--- config.mk ---
export PLATFORM = sky130hd
export DESIGN_NAME = uart_port
export DESIGN_NICKNAME = d
export VERILOG_FILES = /design/src/rtl/uart_port.sv
export SDC_FILE = /design/constraint.sdc
export NUM_CORES = 1
export LEC_CHECK = 0
export CAP_MARGIN = 30
export CORE_ASPECT_RATIO = 1.25
export CORE_UTILIZATION = 48
export DETAILED_ROUTE_END_ITERATION = 8
export GPL_TIMING_DRIVEN = 0
export PLACE_DENSITY_LB_ADDON = 0.2
export SETUP_SLACK_MARGIN = 0.2
export SLEW_MARGIN = 20
export SYNTH_ARGS = -nofsm -noshare
export SYNTH_HDL_FRONTEND = slang
export SYNTH_SLANG_ARGS = --single-unit
--- constraint.sdc ---
create_clock -name CLK -period 3.9 [get_ports CLK]
set_clock_uncertainty 0.15 [all_clocks]
set_input_delay 0.975 -clock CLK [delete_from_list [all_inputs] [get_ports CLK]]
set_output_delay 0.975 -clock CLK [all_outputs]
set_load 0.005 [all_outputs]
--- src/rtl/uart_port.sv ---
// uart_port: parametrised UART transceiver with TX/RX FIFOs and sticky receive error flags.
module uart_fifo #(
  parameter int W = 8,
  parameter int L = 4
) (
  input  logic         CLK,
  input  logic         RST,
  input  logic         push,
  input  logic         pop,
  input  logic [W-1:0] wdata,
  output logic [W-1:0] rdata,
  output logic         full,
  output logic         empty
);
  logic [W-1:0] mem_q [2**L];
  logic [L:0] wr_q, wr_d, rd_q, rd_d;
  logic do_push, do_pop;
  always_comb begin
    empty = wr_q == rd_q;
    full = (wr_q ^ rd_q) == {1'b1, {L{1'b0}}};
    do_pop = pop && !empty;
    do_push = push && (!full || pop);
    wr_d = wr_q + (L+1)'(do_push);
    rd_d = rd_q + (L+1)'(do_pop);
    rdata = empty ? '0 : mem_q[rd_q[L-1:0]];
  end
  always_ff @(posedge CLK) begin
    if (RST) begin
      wr_q <= '0;
      rd_q <= '0;
    end else begin
      wr_q <= wr_d;
      rd_q <= rd_d;
      if (do_push) mem_q[wr_q[L-1:0]] <= wdata;
    end
  end
endmodule

module uart_port #(
  parameter int DATA_BITS = 8,
  parameter int PARITY = 1,
  parameter int STOP_BITS = 1,
  parameter int SAMPLE_INTERVAL = 3,
  parameter int FIFO_DEPTH_LOG2 = 4
) (
  input  logic                 CLK,
  input  logic                 RST,
  input  logic                 send_flag,
  input  logic [DATA_BITS-1:0] send_data,
  input  logic                 recv_flag,
  output logic [DATA_BITS-1:0] recv_data,
  output logic                 sendable,
  output logic                 receivable,
  output logic                 tx_busy,
  output logic                 parity_err,
  output logic                 frame_err,
  output logic                 overrun_err,
  input  logic                 err_clear,
  output logic                 Tx,
  input  logic                 Rx
);
  localparam int CW = $clog2(SAMPLE_INTERVAL);
  typedef enum logic [1:0] {T_IDLE, T_DATA, T_PAR, T_STOP} tx_state_t;
  typedef enum logic [2:0] {R_IDLE, R_START, R_DATA, R_PAR, R_STOP} rx_state_t;
  tx_state_t tx_state_q, tx_state_d;
  rx_state_t rx_state_q, rx_state_d;
  logic [CW-1:0] baud_q, baud_d, rx_cnt_q, rx_cnt_d;
  logic [DATA_BITS-1:0] tx_shift_q, tx_shift_d, rx_shift_q, rx_shift_d, tx_head;
  logic [2:0] tx_bit_q, tx_bit_d, rx_bit_q, rx_bit_d;
  logic tx_par_q, tx_par_d, tx_q, tx_d, stop_q, stop_d;
  logic rx1_q, rxs_q, rx_bad_q, rx_bad_d;
  logic pe_q, pe_d, fe_q, fe_d, oe_q, oe_d;
  logic tx_pop, tx_full, tx_empty, rx_push, rx_full, rx_empty;
  logic pe_set, fe_set, oe_set, sample;
  uart_fifo #(.W(DATA_BITS), .L(FIFO_DEPTH_LOG2)) u_tx_fifo (
    .CLK(CLK), .RST(RST), .push(send_flag), .pop(tx_pop), .wdata(send_data),
    .rdata(tx_head), .full(tx_full), .empty(tx_empty)
  );
  uart_fifo #(.W(DATA_BITS), .L(FIFO_DEPTH_LOG2)) u_rx_fifo (
    .CLK(CLK), .RST(RST), .push(rx_push), .pop(recv_flag), .wdata(rx_shift_q),
    .rdata(recv_data), .full(rx_full), .empty(rx_empty)
  );
  assign sendable = !tx_full;
  assign receivable = !rx_empty;
  assign tx_busy = tx_state_q != T_IDLE;
  assign Tx = tx_q;
  assign parity_err = pe_q;
  assign frame_err = fe_q;
  assign overrun_err = oe_q;
  // TX only moves on baud ticks, so frames run back to back without idle gaps
  always_comb begin
    tx_state_d = tx_state_q;
    tx_shift_d = tx_shift_q;
    tx_bit_d = tx_bit_q;
    tx_par_d = tx_par_q;
    tx_d = tx_q;
    stop_d = stop_q;
    tx_pop = 1'b0;
    baud_d = baud_q == CW'(SAMPLE_INTERVAL - 1) ? '0 : baud_q + 1'b1;
    if (baud_q == '0) begin
      case (tx_state_q)
        T_IDLE: if (!tx_empty) begin
          tx_d = 1'b0;
          tx_shift_d = tx_head;
          tx_pop = 1'b1;
          tx_par_d = 1'b0;
          tx_bit_d = '0;
          tx_state_d = T_DATA;
        end
        T_DATA: begin
          tx_d = tx_shift_q[0];
          tx_par_d = tx_par_q ^ tx_shift_q[0];
          tx_shift_d = tx_shift_q >> 1;
          tx_bit_d = tx_bit_q + 3'd1;
          stop_d = 1'b0;
          if (tx_bit_q == 3'(DATA_BITS - 1)) tx_state_d = PARITY != 0 ? T_PAR : T_STOP;
        end
        T_PAR: begin
          tx_d = PARITY == 2 ? !tx_par_q : tx_par_q;
          tx_state_d = T_STOP;
        end
        T_STOP: begin
          tx_d = 1'b1;
          stop_d = 1'b1;
          if (stop_q == 1'(STOP_BITS - 1)) tx_state_d = T_IDLE;
        end
      endcase
    end
  end
  always_comb begin
    rx_state_d = rx_state_q;
    rx_shift_d = rx_shift_q;
    rx_bit_d = rx_bit_q;
    rx_bad_d = rx_bad_q;
    rx_push = 1'b0;
    pe_set = 1'b0;
    fe_set = 1'b0;
    oe_set = 1'b0;
    sample = rx_cnt_q == CW'(SAMPLE_INTERVAL / 2);
    rx_cnt_d = rx_cnt_q == CW'(SAMPLE_INTERVAL - 1) ? '0 : rx_cnt_q + 1'b1;
    case (rx_state_q)
      R_IDLE: begin
        rx_cnt_d = '0;
        if (!rxs_q) rx_state_d = R_START;
      end
      R_START: if (sample) begin
        rx_state_d = rxs_q ? R_IDLE : R_DATA;
        rx_bit_d = '0;
        rx_bad_d = 1'b0;
      end
      R_DATA: if (sample) begin
        rx_shift_d = {rxs_q, rx_shift_q[DATA_BITS-1:1]};
        rx_bit_d = rx_bit_q + 3'd1;
        if (rx_bit_q == 3'(DATA_BITS - 1)) rx_state_d = PARITY != 0 ? R_PAR : R_STOP;
      end
      R_PAR: if (sample) begin
        pe_set = rxs_q != ((^rx_shift_q) ^ (PARITY == 2));
        rx_bad_d = pe_set;
        rx_state_d = R_STOP;
      end
      R_STOP: if (sample) begin
        rx_state_d = R_IDLE;
        fe_set = !rxs_q;
        oe_set = rxs_q && !rx_bad_q && rx_full && !recv_flag;
        rx_push = rxs_q && !rx_bad_q && !oe_set;
      end
      default: rx_state_d = R_IDLE;
    endcase
    pe_d = (pe_q && !err_clear) || pe_set;
    fe_d = (fe_q && !err_clear) || fe_set;
    oe_d = (oe_q && !err_clear) || oe_set;
  end
  always_ff @(posedge CLK) begin
    if (RST) begin
      tx_state_q <= T_IDLE;
      rx_state_q <= R_IDLE;
      baud_q <= '0;
      rx_cnt_q <= '0;
      tx_shift_q <= '0;
      rx_shift_q <= '0;
      tx_bit_q <= '0;
      rx_bit_q <= '0;
      tx_par_q <= 1'b0;
      tx_q <= 1'b1;
      stop_q <= 1'b0;
      rx1_q <= 1'b1;
      rxs_q <= 1'b1;
      rx_bad_q <= 1'b0;
      pe_q <= 1'b0;
      fe_q <= 1'b0;
      oe_q <= 1'b0;
    end else begin
      tx_state_q <= tx_state_d;
      rx_state_q <= rx_state_d;
      baud_q <= baud_d;
      rx_cnt_q <= rx_cnt_d;
      tx_shift_q <= tx_shift_d;
      rx_shift_q <= rx_shift_d;
      tx_bit_q <= tx_bit_d;
      rx_bit_q <= rx_bit_d;
      tx_par_q <= tx_par_d;
      tx_q <= tx_d;
      stop_q <= stop_d;
      rx1_q <= Rx;
      rxs_q <= rx1_q;
      rx_bad_q <= rx_bad_d;
      pe_q <= pe_d;
      fe_q <= fe_d;
      oe_q <= oe_d;
    end
  end
endmodule
==> reports/results.ini, run 1 <==
[status]
status = finished clean

[die]
fp.dieW_um = 148
start_util = 0.491
core_area_sq_um = 26200
fp.dieH_um = 185
ios = 29
rows = 66
die_area_sq_um = 27400

[logic_synthesis]
syn-instance-count = 766
seq_area_frac_synth = 0.692
synth-edff-count = 256
synth_area_leaders = edfxtp_1 (60%), mux4_2 (10%), dfxtp_1 (9.3%), mux2i_1 (2.6%), ha_1 (2.0%)
ys_ff_latch = 316
synthTopCellsByCount = edfxtp_1 (256), dfxtp_1 (60), mux4_2 (58)
synth.distinct_cells = 49
yosysTopAreaCellShare = 0.598
synth.most_common_cell = edfxtp_1
ys.flop_type = edfxtp_1
yosysTopAreaCell = edfxtp_1
synthArstFlopShare = 0
synthesis.nets = 801
yosysWarnings = 0
synth_area_sq_um = 12800
syn_area_per_cell_sq_um = 16.8

[critical_path]
crit_buf_inv = 5
crit_type = flip-flop to output port
cpMaxStageDelayCell = mux4_2
crit_fanout = 7
critPathTopFamily = buffers and inverters
cp-end-kind = output port
critPathRequiredTime_ns = 2.77
slowest_delay_ns = 0.50
arrival_ns = 2.49
start_kind = flip-flop
critical_path.cell_chain = buf_6 -> buf_12 -> buf_12 -> buf_4 -> mux4_2 -> mux2i_1 -> a211oi_1 -> clkdlybuf4s15_1
cp_common_cell = buf_12

[global_route]
grt_max_degree = 20
antenna_found_initial = 0
grt_pass1_vias = 7035
grt_pass1_wl_mm = 39.8
grt_overflow = 0
track_usage = 0.195

[route]
wl_per_cell_um = 21.5
vias = 6816
drt-met1-wl_mm = 10.2
met2WireLength_mm = 14.2
wl_met3_um = 888
drcViolationCount = 0
routed.top_layer = met4
drt_first_pass_iters = 5
drtAntennaViolNets = 0
first_iter_violations = 488
wl_mm = 26.0
vias_per_cell = 5.64

[final_layout]
syn_to_final_growth_pct = 15.7
drive_gt1_frac = 0.237
antennaDiodeCount = 0
num-nets-final = 880
utilization = 0.568

[clock_network]
cts_max_path_buffers = 3
cts_htree_levels = 1
clkTransAtPathRegs_ns = 0.06
tritoncts = built
cts_buffers = 30
cts-root-buf = clkbuf_16
cts.sinks = 316
clk-insertion-delay-late_ns = 0.57

[timing]
maxSlewHeadroom = 0.465
fmax_mhz = 276
worstMarginPinSlew_ns = 0.797
rsz0062_at_grt = no
hold_ws_ns = 0.264
fin_crit_ns = 3.62
hold_violations = 0
setup_violations = 0
fin_setup_tns_ns = 0
finalCritPeriodShare = 0.928
slew_violations = 0

[pwr]
leakagePower_nw = 4.78
powerDensity_nw_per_um2 = 505
power.total_w = 0.00750
ir_drop_mv = 0.411

[place]
io_buffers = 28
dp_hpwl_mm = 17.8
gp_congestion = 0.766

[worst_hold_path]
hold_class = flip-flop to flip-flop

[flow_run]
max_cap_violations = 0

metal layers:
metal  global-route usage  vias up
met5                    0        -
met2                0.368      133
met1                0.226     3471
met3               0.0254       51
met4               0.0672        0
li1                     -     3161
through the flow:
stage | std cells | instance area [sq um] | setup slack (ns)
final | 1208 | 14900 | 0.282
after CTS | 1204 | 14800 | 0.171
after detailed placement | 1142 | 13700 | 0.200
after global placement | 1134 | 13600 | -0.203
after global routing | 1208 | 14900 | 0.210
after floorplan | 766 | 12800 | 1.01
timing repair:
action,CTS,global route
hold buffers,0,0
gates resized for setup,34,10
pin swaps,3,0
endpoints found under the setup margin,9,8
buffers inserted,7,4
sequential cells by signal (all words and copies together), names as in the netlist, 2 cells and up:
name,cells
u_rx_fifo.wr_q,5
rx_shift_q,8
rx_bit_q,3
baud_q,2
u_tx_fifo.mem_q,128
tx_shift_q,8
u_rx_fifo.rd_q,5
u_rx_fifo.mem_q,128
u_tx_fifo.wr_q,5
tx_state_q,2
u_tx_fifo.rd_q,5
rx_state_q,3
rx_cnt_q,2
tx_bit_q,3
cell families (layout without fill, tap and decap cells):
family                   after synthesis  count (layout)  synth area share
AO/OA/AOI/OAI                         77              77            0.0440
XOR/XNOR                              29              29            0.0208
adder cells (fa/ha/maj)               21              21            0.0204
buffers and inverters                 62             164            0.0226
flip-flops                           316             316             0.692
multiplexers                          91              91             0.127
AND/OR/NAND/NOR                      170             170            0.0730
where the power goes:
group	internal (W)	total, W	leakage [nW]	switching, W
clock	0.00161	0.00284	0.468	0.00123
combinational	0.000414	0.000921	1.49	0.000507
sequential	0.00369	0.00375	2.83	0.0000513
total	0.00572	0.00750	4.78	0.00179
path summary, 6_finish.rpt:
check                                                  endpoint  cells past startpoint  slack, ns                         start
worst max-delay path                               recv_data[0]                      8       0.28  u_rx_fifo.rd_q[0]$_SDFF_PP0_
worst min-delay path                           rxs_q$_SDFF_PP1_                      1       0.26              rx1_q$_SDFF_PP1_
worst max register to register  u_rx_fifo.mem_q[7][5]$_DFFE_PP_                      6       0.82        rx_cnt_q[0]$_SDFF_PP0_
worst min register to register                 rxs_q$_SDFF_PP1_                      1       0.26              rx1_q$_SDFF_PP1_
layout make-up:
| class | instances | area (sq um) |
|---|---|---|
| Inverter | 18 | 67.6 |
| Clock inverter | 22 | 201 |
| Buffer | 44 | 272 |
| Timing Repair Buffer | 47 | 428 |
| Fill cell | 2007 | 11300 |
| Sequential cell | 316 | 8890 |
| Tap cell | 340 | 425 |
| Multi-Input combinational cell | 388 | 3820 |
| Clock buffer | 33 | 762 |
cells in the final DEF, fill, tap and decap left out, types with 20 or more instances in the layout:
| cell | Yosys | layout |
|---|---|---|
| edfxtp_1 | 256 | 256 |
| dfxtp_1 | 60 | 59 |
| mux4_2 | 58 | 58 |
| nor2_1 | 40 | 38 |
| mux2i_1 | 33 | 30 |
| clkbuf_16 | 0 | 30 |
| nor2b_1 | 28 | 28 |
| nor3_2 | 6 | 24 |
| xnor2_1 | 21 | 21 |
| a211oi_1 | 23 | 21 |
| ha_1 | 21 | 21 |
| clkdlybuf4s50_1 | 0 | 20 |
Note: power is estimated with default switching activity, not from simulation.
==> inputs of run 2 (changes only) <==
- ABC_AREA: default -> 1
- PLACE_DENSITY: default -> 0.67
- PLACE_DENSITY_LB_ADDON: 0.2 -> default
- clock period: 3.9 -> 2.9 ns (I/O delays scaled with it)
==> run 2 against run 1 <==
- via count grew 38%
- sequential cell count is the same
- critical path depth grew 2
- the flow now finishes with violations (setup timing)
- setup slack lost 0.38 ns
- largest power group unchanged
- synthesized cell count grew 67%
- non-clock buffer count grew 25
==> reports/results.ini, run 2 <==
[critical_path]
cp-end-kind = output port
regToRegStartpoint = u_rx_fifo.rd_q[0]$_SDFF_PP0_
slowest_delay_ns = 0.36
r2r_end = u_rx_fifo.mem_q[10][1]$_DFFE_PP_
crit_path_start = u_rx_fifo.rd_q[0]$_SDFF_PP0_
arrival_ns = 2.13
crit_type = flip-flop to output port
start_kind = flip-flop
cpMaxStageDelayCell = dfxtp_4
critPathRequiredTime_ns = 2.03
crit_fanout = 5
critical_path.cell_chain = buf_12 -> buf_8 -> buf_6 -> nor2_1 -> nor2_1 -> o21ai_1 -> o211ai_1 -> o211ai_1 -> a21oi_2 -> buf_2
rr_worst_depth = 11
rrSetupSlack_ns = 0.22

[die]
die_area_sq_um = 28500
fp.dieW_um = 151
ios = 29
fp.dieH_um = 188
core_area_sq_um = 27100
rows = 67
start_util = 0.493

[timing]
fin_ws_ns = -0.100
fmax_mhz = 333
setup_violations = 6
maxSlewHeadroom = 0.404
fin_setup_tns_ns = -0.429
slew_violations = 0
rsz0062_at_grt = yes
hold_violations = 0
fin_crit_ns = 3.00
worstMarginPinSlew_ns = 0.890
hold_ws_ns = 0.261
finalCritPeriodShare = 1.03

[final_layout]
syn_to_final_growth_pct = 18.4
final_cell_mix = edfxtp_1 (256), nor2_1 (237), nand2_1 (229)
num-nets-final = 1404
mostFrequentLayoutCell = edfxtp_1
utilization = 0.583
antennaDiodeCount = 0
fillers = 2227
multi_input_area_sq_um = 4180
final-seq-area_sq_um = 8900
drive_gt1_frac = 0.134

[worst_hold_path]
hold_class = flip-flop to flip-flop
min_to = rxs_q$_SDFF_PP1_
worstHoldPathCells = 1
holdCritStartpoint = rx1_q$_SDFF_PP1_

[pwr]
leakagePower_nw = 5.84
powerDensity_nw_per_um2 = 690
ir_drop_mv = 0.626

[logic_synthesis]
synthArstFlopShare = 0
synth.most_common_cell = edfxtp_1
synth_area_leaders = edfxtp_1 (58%), dfxtp_1 (9.0%), nor2_1 (7.1%), nand2_1 (6.6%), o21ai_0 (5.1%)
synth_area_sq_um = 13300
yosysWarnings = 0
synth-edff-count = 256
synthesis.nets = 1316
syn-instance-count = 1281
synthTopCellsByCount = edfxtp_1 (256), nor2_1 (253), nand2_1 (234)
yosysTopAreaCellShare = 0.576
yosysTopAreaCell = edfxtp_1
ys.flop_type = edfxtp_1
syn_area_per_cell_sq_um = 10.4
seq_area_frac_synth = 0.666
ys_ff_latch = 316
synth.distinct_cells = 35

[route]
drtAntennaViolNets = 0
wl_per_cell_um = 18.2
vias_per_cell = 5.43
first_iter_violations = 611
vias = 9434
drcViolationCount = 0
drt_first_pass_iters = 5
wl_mm = 31.6

[global_route]
grt_pass1_vias = 9080
grt_overflow = 0
track_usage = 0.226
grt_pass1_wl_mm = 48.5
antenna_found_initial = 0
grt_max_degree = 21

[clock_network]
postCtsHoldBufs = 0
cts.sinks = 316
clk-insertion-delay-late_ns = 0.55
tritoncts = built
cts_buffers = 30
cts_htree_levels = 1
cts_max_path_buffers = 3
clkTransAtPathRegs_ns = 0.06
cts-root-buf = clkbuf_16

[place]
io_buffers = 27
dp_hpwl_mm = 21.1
gp_congestion = 0.872

[status]
status = finished with violations
violations = setup timing

[flow_run]
max_cap_violations = 0

run 2: logic make-up after synthesis:
group,Yosys count,synth area share
adders and majority gates,21,0.0197
xor gates and xnor gates,17,0.0112
and+or+nand+nor,586,0.178
buffers and inverters,131,0.0416
DFF,316,0.666
AOI/OAI and AO/OA,210,0.0829
run 2: layout make-up:
cell class / instances / area share
Buffer: 60 / 0.0304
Clock buffer: 42 / 0.0530
Clock inverter: 14 / 0.00864
Inverter: 71 / 0.0175
Multi-Input combinational cell: 834 / 0.265
Sequential cell: 316 / 0.564
Tap cell: 345 / 0.0273
Timing Repair Buffer: 56 / 0.0349
run 2: worst max-delay path by stage:
stage / end / slack, ns / depth (start not counted)
after floorplan: u_rx_fifo.mem_q[11][0]$_DFFE_PP_ / 0.28 / 5
after global placement: u_rx_fifo.mem_q[11][0]$_DFFE_PP_ / -0.69 / 5
after detailed placement: u_rx_fifo.mem_q[11][0]$_DFFE_PP_ / -0.37 / 5
after CTS: recv_data[1] / -0.12 / 10
after global routing: recv_data[4] / -0.19 / 12
final: recv_data[4] / -0.10 / 10
run 2: worst max-delay path: cells and delay by family, from the launching register on:
family / cells / cell delay (ns)
DFF: 1 / 0.36
AOI/OAI and AO/OA: 4 / 0.59
buffers and inverters: 4 / 0.48
and+or+nand+nor: 2 / 0.13
run 2: per-stage QoR:
| step | power, W | instances | cell area, sq um | setup WS, ns |
|---|---|---|---|---|
| after global placement | 0.00704 | 1653 | 14000 | -0.686 |
| final | 0.0109 | 1738 | 15800 | -0.100 |
| after global routing | 0.0113 | 1738 | 15800 | -0.190 |
| after CTS | 0.0109 | 1734 | 15700 | -0.124 |
| after detailed placement | 0.00708 | 1654 | 14100 | -0.367 |
| after floorplan | 0.00650 | 1281 | 13300 | 0.284 |
run 2: repair_timing:
item                                    4_1_cts  5_1_grt
buffers inserted                             22        4
gates cloned                                  2        0
resized for setup                           167       44
pin swaps                                    33       26
endpoints found under the setup margin      139       91
run 2: metal layers:
layer	up-vias	GRT usage	part of all wire
li1	4549	-	-
met1	4508	0.260	0.39
met2	294	0.408	0.52
met3	83	0.0291	0.048
met4	0	0.107	0.043
met5	-	0	0
run 2: power by group:
| group | switching (W) | internal (W) |
|---|---|---|
| clock | 0.00160 | 0.00226 |
| sequential | 0.000150 | 0.00506 |
| combinational | 0.00122 | 0.000600 |
==> inputs of run 3 (changes only) <==
- CORE_MARGIN: default -> 2
- CORE_UTILIZATION: 48 -> 30
- PLACE_DENSITY: 0.67 -> default
==> run 3 against run 2 <==
- the flow still finishes with violations (setup timing)
- global-route usage shrank 8.6 points
- register-to-register slack gained 0.15 ns
- hold slack lost 0.0043 ns
- maximum frequency is essentially flat
- critical path depth shrank 2
- via count shrank 2.7%
- wire length grew 1.1%
- largest cell class unchanged
- cell count grew 13%
- sequential power is essentially flat
==> reports/results.ini, run 3 (same netlist as run 2, synthesis figures left out) <==
[place]
dp_slack_ns = -0.533
io_buffers = 27
gp_congestion = 0.877
dp_cells = 1886
dp_hpwl_mm = 21.7

[final_layout]
drive_gt1_frac = 0.133
antennaDiodeCount = 0
mostFrequentLayoutCell = edfxtp_1
num-nets-final = 1409
syn_to_final_growth_pct = 21.8
utilization = 0.369
instances_no_fill = 1971
fillers = 4264
final_cell_mix = edfxtp_1 (256), nor2_1 (237), nand2_1 (233)

[worst_hold_path]
worstHoldPathCells = 1
holdCritStartpoint = rx1_q$_SDFF_PP1_
hold_class = flip-flop to flip-flop
min_to = rxs_q$_SDFF_PP1_

[timing]
maxSlewHeadroom = 0.427
worstMarginPinSlew_ns = 0.858
fmax_mhz = 334
hold_violations = 0
hold_ws_ns = 0.257
slew_violations = 0
fin_ws_ns = -0.0979
fin_crit_ns = 3.00
setup_violations = 6
rsz0062_at_grt = yes
finalCritPeriodShare = 1.03

[clock_network]
clk-insertion-delay-late_ns = 0.51
cts-root-buf = clkbuf_16
cts.sinks = 316
cts_htree_levels = 2
tritoncts = built
clkTransAtPathRegs_ns = 0.06
cts_buffers = 36
postCtsHoldBufs = 0
cts_max_path_buffers = 3

[critical_path]
critPathTopFamily = compound AO/OA/AOI/OAI gates
crit_fanout = 10
critPathRequiredTime_ns = 2.03
cp-end-kind = output port
rrSetupSlack_ns = 0.37
r2r_end = u_rx_fifo.mem_q[11][3]$_DFFE_PP_
slowest_delay_ns = 0.37
rr_worst_depth = 9
regToRegStartpoint = u_rx_fifo.rd_q[0]$_SDFF_PP0_
cp_common_cell = o21ai_0
crit_type = flip-flop to output port
crit_buf_inv = 4
critical_path.cell_chain = buf_12 -> buf_4 -> buf_8 -> o21ai_0 -> o21ai_0 -> o211ai_1 -> a21oi_2 -> buf_2
cpMaxStageDelayCell = dfxtp_4
start_kind = flip-flop
arrival_ns = 2.12

[route]
vias = 9182
wl_per_cell_um = 16.2
drcViolationCount = 0
drt_first_pass_iters = 5
wl_mm = 32.0
drtAntennaViolNets = 0
first_iter_violations = 715
vias_per_cell = 4.66

[global_route]
track_usage = 0.140
grt_max_degree = 21
antenna_found_initial = 0
grt_pass1_vias = 9221
grt_overflow = 0
grt_pass1_wl_mm = 49.8

[pwr]
ir_drop_mv = 0.524
power_frac_comb = 0.152
clkPwrFrac = 0.408
pwr-share-seq = 0.440
leakagePower_nw = 5.94
p_int_w = 0.00874
p_switching_w = 0.00310
powerDensity_nw_per_um2 = 729
swShare = 0.262

[status]
status = finished with violations
violations = setup timing

[die]
ios = 29
rows = 86
core_area_sq_um = 44000
fp.dieH_um = 240
start_util = 0.303
fp.dieW_um = 193
die_area_sq_um = 46200

[flow_run]
max_cap_violations = 0

## run 3: how the worst max path moves through the flow
stage                                             endpoint  slack, ns  depth (start not counted)                         start
after floorplan           u_rx_fifo.mem_q[11][0]$_DFFE_PP_       0.28                          5                           RST
after global placement     u_rx_fifo.mem_q[8][3]$_DFFE_PP_      -0.88                          5                           RST
after detailed placement                      recv_data[4]      -0.53                          7  u_rx_fifo.rd_q[1]$_SDFF_PP0_
after CTS                                     recv_data[2]      -0.13                         10  u_rx_fifo.rd_q[0]$_SDFF_PP0_
after global routing                          recv_data[2]      -0.18                         10  u_rx_fifo.rd_q[0]$_SDFF_PP0_
final                                         recv_data[4]       -0.1                          8  u_rx_fifo.rd_q[0]$_SDFF_PP0_
## run 3: worst reg2reg max path: stages (launching register included)
cell and delay, ns:
dfxtp_4 0.38, buf_12 0.16, xor2_1 0.18, nor2_1 0.07, and2_4 0.15, buf_4 0.13
nand2_1 0.13, nand4_4 0.26, nor3_2 0.41, buf_4 0.24
## run 3: stage by stage
step,total power (W),setup TNS [ns],area [sq um]
2_1_floorplan,0.00650,0,13300
3_3_place_gp,0.00706,-74.41,14300
3_5_place_dp,0.00709,-36.77,14400
4_1_cts,0.0119,-0.409,16100
5_1_grt,0.0124,-0.958,16200
6_report,0.0118,-0.288,16200
## run 3: metal layers
layer  global-route usage  share of wire  vias up
li1                     -              -     4556
met1                0.161           0.40     4372
met2                0.265           0.53      197
met3               0.0221          0.045       57
met4               0.0402          0.025        0
met5                    0              0        -
## run 3: what timing repair did
action,4_1_cts,5_1_grt
setup buffers,13,7
gates cloned,2,0
setup endpoints to repair,120,160
resized for setup,131,48
pin swaps,23,22
## run 3: cell type report
cell class | count | area, sq um | area share
flip-flops and latches | 316 | 8900 | 0.548
multi-input cells | 834 | 4120 | 0.254
clock buffers | 49 | 981 | 0.0604
well taps | 572 | 716 | 0.0441
plain buffers | 60 | 488 | 0.0300
repair buffers | 55 | 480 | 0.0296
inverters | 71 | 282 | 0.0173
clock inverters | 14 | 270 | 0.0166
## run 3: power by group through the flow
stage | clock (W) | combinational [W] | sequential [W]
6_report | 0.00483 | 0.00180 | 0.00521
5_1_grt | 0.00509 | 0.00205 | 0.00523
4_1_cts | 0.00491 | 0.00181 | 0.00521
3_5_place_dp | 0 | 0.00178 | 0.00531
3_3_place_gp | 0 | 0.00176 | 0.00530
2_1_floorplan | 0 | 0.00125 | 0.00525
